[src/rtl/moore_nonov_seq_det_if.sv]
// Serial bit stream into the "1010" detector and the one-cycle detect flag out.
// The source holds the master modport; the detector holds the slave modport.
interface moore_nonov_seq_det_if;
  logic in;
  logic out;

  modport master (output in, input out);
  modport slave  (input in, output out);
endinterface

[src/rtl/moore_nonov_seq_det.sv]
// Non-overlapping Moore detector for the serial pattern "1010".
// The output comes from the registered state only; the input never reaches it directly.
module moore_nonov_seq_det (
  input  logic                   clk,
  input  logic                   reset,
  moore_nonov_seq_det_if.slave   sif
);

  // Each state is named for the partial match it holds.
  typedef enum logic [2:0] {
    S0 = 3'd0,  // nothing matched
    S1 = 3'd1,  // "1"
    S2 = 3'd2,  // "10"
    S3 = 3'd3,  // "101"
    S4 = 3'd4   // "1010" matched
  } state_t;

  state_t state, state_nxt;

  always_ff @(posedge clk) begin
    if (reset) state <= S0;
    else       state <= state_nxt;
  end

  always_comb begin
    state_nxt = S0;
    sif.out   = 1'b0;
    case (state)
      S0: state_nxt = sif.in ? S1 : S0;
      S1: state_nxt = sif.in ? S1 : S2;
      S2: state_nxt = sif.in ? S3 : S0;
      // A 1 after "101" breaks the match, but that 1 starts a new prefix.
      S3: state_nxt = sif.in ? S1 : S4;
      // Matched bits are never reused: restart from scratch.
      S4: begin
        sif.out   = 1'b1;
        state_nxt = sif.in ? S1 : S0;
      end
      default: begin
        state_nxt = S0;
        sif.out   = 1'b0;
      end
    endcase
  end

endmodule

[src/flat_wrapper.sv]
// flat-port wrapper written by rule: the top's interface ports become plain ports
module moore_nonov_seq_det_flat 
  (clk, reset, sif_in, sif_out);
  moore_nonov_seq_det_if sif_i ();
  input  logic clk;
  input  logic reset;
  input wire logic [$bits(sif_i.in)-1:0] sif_in;
  output wire logic [$bits(sif_i.out)-1:0] sif_out;
  assign sif_i.in = sif_in;
  assign sif_out = sif_i.out;
  moore_nonov_seq_det u_core (.clk(clk), .reset(reset), .sif(sif_i));
endmodule
[config.mk]
export PLATFORM = sky130hd
export DESIGN_NAME = moore_nonov_seq_det_flat
export DESIGN_NICKNAME = d
export VERILOG_FILES = /design/src/rtl/moore_nonov_seq_det_if.sv /design/src/rtl/moore_nonov_seq_det.sv /design/src/flat_wrapper.sv
export SDC_FILE = /design/constraint.sdc
export NUM_CORES = 1
export LEC_CHECK = 0
export ABC_AREA = 1
export CAP_MARGIN = 10
export CORE_AREA = 2 2 39 41
export DETAILED_ROUTE_END_ITERATION = 8
export DIE_AREA = 0 0 41 43
export DONT_BUFFER_PORTS = 1
export HOLD_SLACK_MARGIN = 0.08
export SLEW_MARGIN = 40
export SYNTH_ARGS = -nofsm -noshare
export SYNTH_HDL_FRONTEND = slang
export SYNTH_SLANG_ARGS = --single-unit
[constraint.sdc]
create_clock -name clk -period 0.92 [get_ports clk]
set_clock_uncertainty 0.15 [all_clocks]
set_input_delay 0.276 -clock clk [delete_from_list [all_inputs] [get_ports clk]]
set_output_delay 0.276 -clock clk [all_outputs]
set_load 0.05 [all_outputs]
Word level (Yosys, flattened, before mapping)
Cells that the tools add are included.
- mux-type cells: 6
- div/mod/pow operators: 0
- bitwise operators: 0
- $mul: 0
- order comparisons: 0
- shift operators: 0
- equality and inequality tests: 4
- add/sub/neg operators: 0
- reduce and logical (&&, ||, !) cells: 2
- operators by type and width (cell ; count):
    $pmux 3 s4 ; 1
    $eq 3x2->1 const B ; 2
    $mux 2 ; 2
    $eq 3x1->1 const B ; 1
    $eq 3x3->1 const B ; 1
    $logic_not 3->1 ; 1
    $mux 3 ; 1
    $mux 1 ; 2
    $reduce_or 2->1 ; 1
- memory bits (read-only): 0
- register bits after elaboration: 3
- input port bits: 3
- memories: 0
- output and inout bits: 1
- bits in latches: 0
- logic and storage cells: 13
- bits in writable memories: 0

Longest topological paths before layout
Gate-level depths: netlist of the first run.
- word-level depth: 3
- gate-level depth with buffers: 4
- gate-level depth less buffers: 4

Least setup slack after synthesis of the first run
Ideal clock, no wire load.
- path kind: reg-to-output
- start point: register u_core.state[0]
- end point: output sif_out
- setup slack: -0.566 ns
- required time: 0.494 ns
- cell stages (with the launch flop): 4
- arrival: 1.060 ns
- path buffers: 0
- cells stage by stage: dfxtp_1 -> inv_2 -> nand2_2 -> nor2_1
- word-level cells in the longest chain between the ends: 2
- ends and longest elaborated chain (item ; RTL line ; RTL):
    start, declared ; moore_nonov_seq_det.sv:18 ; state_t state, state_nxt;
    start signal, assigned ; moore_nonov_seq_det.sv:22 ; else state <= state_nxt;
    $eq 3x3->1 ; moore_nonov_seq_det.sv:28 ; case (state)
    $mux 1 ; moore_nonov_seq_det.sv:28 ;
    end, declared ; flat_wrapper.sv:8 ; output wire logic [$bits(sif_i.out)-1:0] sif_out;
Every way passes these cells.

Worst setup path in the final report of the first run
- start point: register u_core.state[1]
- end point: output sif_out
The elaborated chain is that of the path after synthesis.

==> summary.md, run 1 <==
| Metric | Value |
|---|---|
| Status | `complete, but fails checks` |
| Violated checks | `setup timing` |
| Worst Path Max Fanout | `2` |
| Via total after detailed routing | `145` |
| Worst hold margin | `21.1 ps` |
| Count of inserted antenna diode cells | `0` |
| Startpoint types | `flip-flop` |
| Die Span X | `41 microns` |
| Total leakage power | `0.000109 uW` |
| Worst Max-Slew Pin Slew | `129 ps` |
| Y dimension of the die | `43 microns` |
| Max Cap Violations | `0` |
| Depth of the worst register-to-register path | `4` |
| CTS H-tree depth | `1` |
| Synthesized flop and latch total | `3` |
| Path category of the worst min-delay check | `input pin to flip-flop` |
| Total buffers and inverters traversed by the critical path | `2` |
| Post-CTS Repair Setup Buffers | `0` |
| Post-route ant nets | `0` |
| Count of fill cells added during filler insertion | `155` |
| Non-filler cells in the finished layout | `46` |
| Top-level I/O count | `4` |
| HPWL after DPL | `228 microns` |
| Sum of overflow across all layers after global routing | `0` |
| Register bank with the most flops | `u_core.state` |
| First-pass GRT wire length | `434 microns` |
| Overall track demand over capacity in global routing | `0.0481` |
| Antenna violations before repair | `0` |
| Critical path data arrival time | `890 ps` |
| Library cell with the largest summed area after synthesis | `sky130_fd_sc_hd__dfxtp_1` |
| Longest Clk Path Bufs | `2` |
| Unrepaired setup endpoints after global routing | `yes` |
| Placed cell areas | `209 sq um` |
| Synth Cell Area | `139 sq um` |
| Largest net degree at the start of global routing | `4` |
| Router iterations before antenna repair | `1` |
| Setup WS post-layout | `-395 ps` |
| Clock insertion delay at the later pin of the skew report | `230 ps` |
| Fraction of final layout cells sized beyond drive strength 1 | `0.533` |
| Cell count of the worst hold path | `2` |
| Max-Slew Margin vs Limit | `0.914` |
| Number of cells on the critical path | `4` |
| Dpl ws | `-165 ps` |
| Yosys warns | `0` |
| Clk sinks | `3` |
| Post-layout instance area | `243 sq um` |
| Core region area | `1380 sq um` |
| Clock buffer count from CTS | `3` |
| Commonest cells after routing, fill and taps aside | `5 x sky130_fd_sc_hd__nor2_1, 5 x sky130_fd_sc_hd__nand2_1, 3 x sky130_fd_sc_hd__inv_2, 3 x sky130_fd_sc_hd__clkbuf_4, 3 x sky130_fd_sc_hd__buf_4` |
| Sequential share of the synthesized area | `0.432` |
| Time the final worst path needs with I/O delays and setup | `1310 ps` |
| Clock-pin slew reported for the worst setup and hold paths after clock tree synthesis | `40 ps` |
| Nets | `34` |
| Standard-cell row count | `14` |
| Post-synthesis to final-layout area growth | `74.8%` |
| Finish-stage setup viols | `1` |
| Slowest stage cell, crit path | `sky130_fd_sc_hd__dfxtp_2` |
| Number of hold violations in the final report | `0` |
| Drt drc | `0` |
| Synthesized instance count | `22` |
| Average wire length per cell after detail routing | `6.13 microns` |
| Routability congestion estimate | `0.688` |
| Cell at the root of the clock tree | `sky130_fd_sc_hd__clkbuf_4` |
| Highest clock frequency the design can meet | `761 MHz` |
| Number of instances in the placed design | `42` |
| Period utilisation layout | `1.43` |
| Area of the die | `1760 sq um` |
| TritonCTS clock tree | `built` |
| Drt initial violations | `0` |
| Delay of the slowest critical-path stage | `310 ps` |
| Count of buffers from port buffering | `0` |
| Power per Cell Area | `1730 nW/um^2` |
| Final Routed Wirelength | `282 microns` |
| Initial Util | `0.100` |
| Net count after synthesis | `25` |
| Number of pins with negative max-slew slack in the final report | `0` |
| Critical Path Sink Type | `output pin` |
| Crit Path Category | `flip-flop to output pin` |
| Largest register FFs | `3` |
| Maximum resistive drop on vdd | `393 uV` |
| Ordered list of cells on the worst path | `inv_2 > nand2_4 > nor2_4 > buf_12` |
| Mean instance size in the synthesized netlist | `6.31 sq um` |
| Largest delay contributor family on the critical path | `flip-flops` |
| Area share of the largest cell type after synthesis | `0.432` |
| Number of global-route vias before repair | `133` |
| Data required time at the worst endpoint | `490 ps` |
| Total negative setup slack | `-395 ps` |
| Registers with the most flip-flops | `u_core.state x3` |
| Unique masters post-synth | `7` |
| Largest cells by area after synthesis | `sky130_fd_sc_hd__dfxtp_1 43%, sky130_fd_sc_hd__nor2_1 16%, sky130_fd_sc_hd__nand2_1 14%` |
| Vias per inst | `3.15` |
==> final timing paths <==
kind	startpoint	end	slack [ps]
worst min register to register	u_core.state[2]	u_core.state[2]	380
worst min-delay path	sif_in	u_core.state[0]	20
worst max register to register	u_core.state[0]	u_core.state[0]	30
worst max-delay path	u_core.state[1]	sif_out	-390
==> cell usage after synthesis <==
| master | count |
|---|---|
| sky130_fd_sc_hd__nand2_1 | 5 |
| sky130_fd_sc_hd__inv_2 | 1 |
| sky130_fd_sc_hd__dfxtp_1 | 3 |
| sky130_fd_sc_hd__nor2_2 | 1 |
| sky130_fd_sc_hd__inv_1 | 4 |
| sky130_fd_sc_hd__nor2_1 | 6 |
| sky130_fd_sc_hd__nand2_2 | 2 |
==> where the power goes <==
group          switching (uW)  leakage (uW)  internal (uW)
sequential               3.39     0.0000253            138
clock                    68.0     0.0000150            163
combinational            24.9     0.0000686           23.7
==> cells by family after synthesis <==
kind of cell	after synthesis	share of synthesized area
buffers and inverters	5	0.135
DFF	3	0.432
and+or+nand+nor	14	0.432
==> per-layer routing <==
metal	GRT usage	vias up	wire length (microns)
met5	0	-	0
met4	0.0800	0	0
met3	0.0524	0	34
met2	0.0594	5	152
met1	0.0224	64	96
li1	-	76	-
==> area by class of cell <==
class / count / area (sq um) / share of cell area
Tap cell: 16 / 20.0 / 0.0825
Timing Repair Buffer: 4 / 42.5 / 0.175
Inverter: 5 / 18.8 / 0.0773
Sequential cell: 3 / 62.6 / 0.258
Clock buffer: 4 / 26.3 / 0.108
Multi-Input combinational cell: 14 / 72.6 / 0.299
==> through the flow <==
stage / power, uW / util
after global placement: 186 / 0.151
after CTS: 428 / 0.170
after global routing: 457 / 0.175
final: 420 / 0.175
after floorplan: 168 / -
after detailed placement: 187 / 0.151
==> what timing repair did <==
item | CTS | global route
gates resized for setup | 0 | 5
endpoints found under the setup margin | 1 | 3
hold endpoints to repair | 3 | 3
Power figures use the tool's default switching activity.
==> inputs of run 2 (changes only) <==
--- a/config.mk
+++ b/config.mk
@@ -8,6 +8,7 @@
 export ABC_AREA = 1
 export CAP_MARGIN = 10
 export CORE_AREA = 2 2 39 41
+export CTS_CLUSTER_SIZE = 28
 export DETAILED_ROUTE_END_ITERATION = 8
 export DIE_AREA = 0 0 41 43
 export DONT_BUFFER_PORTS = 1
==> results of run 2 <==
Final layout, timing and power as in run 1 (identical DEF).
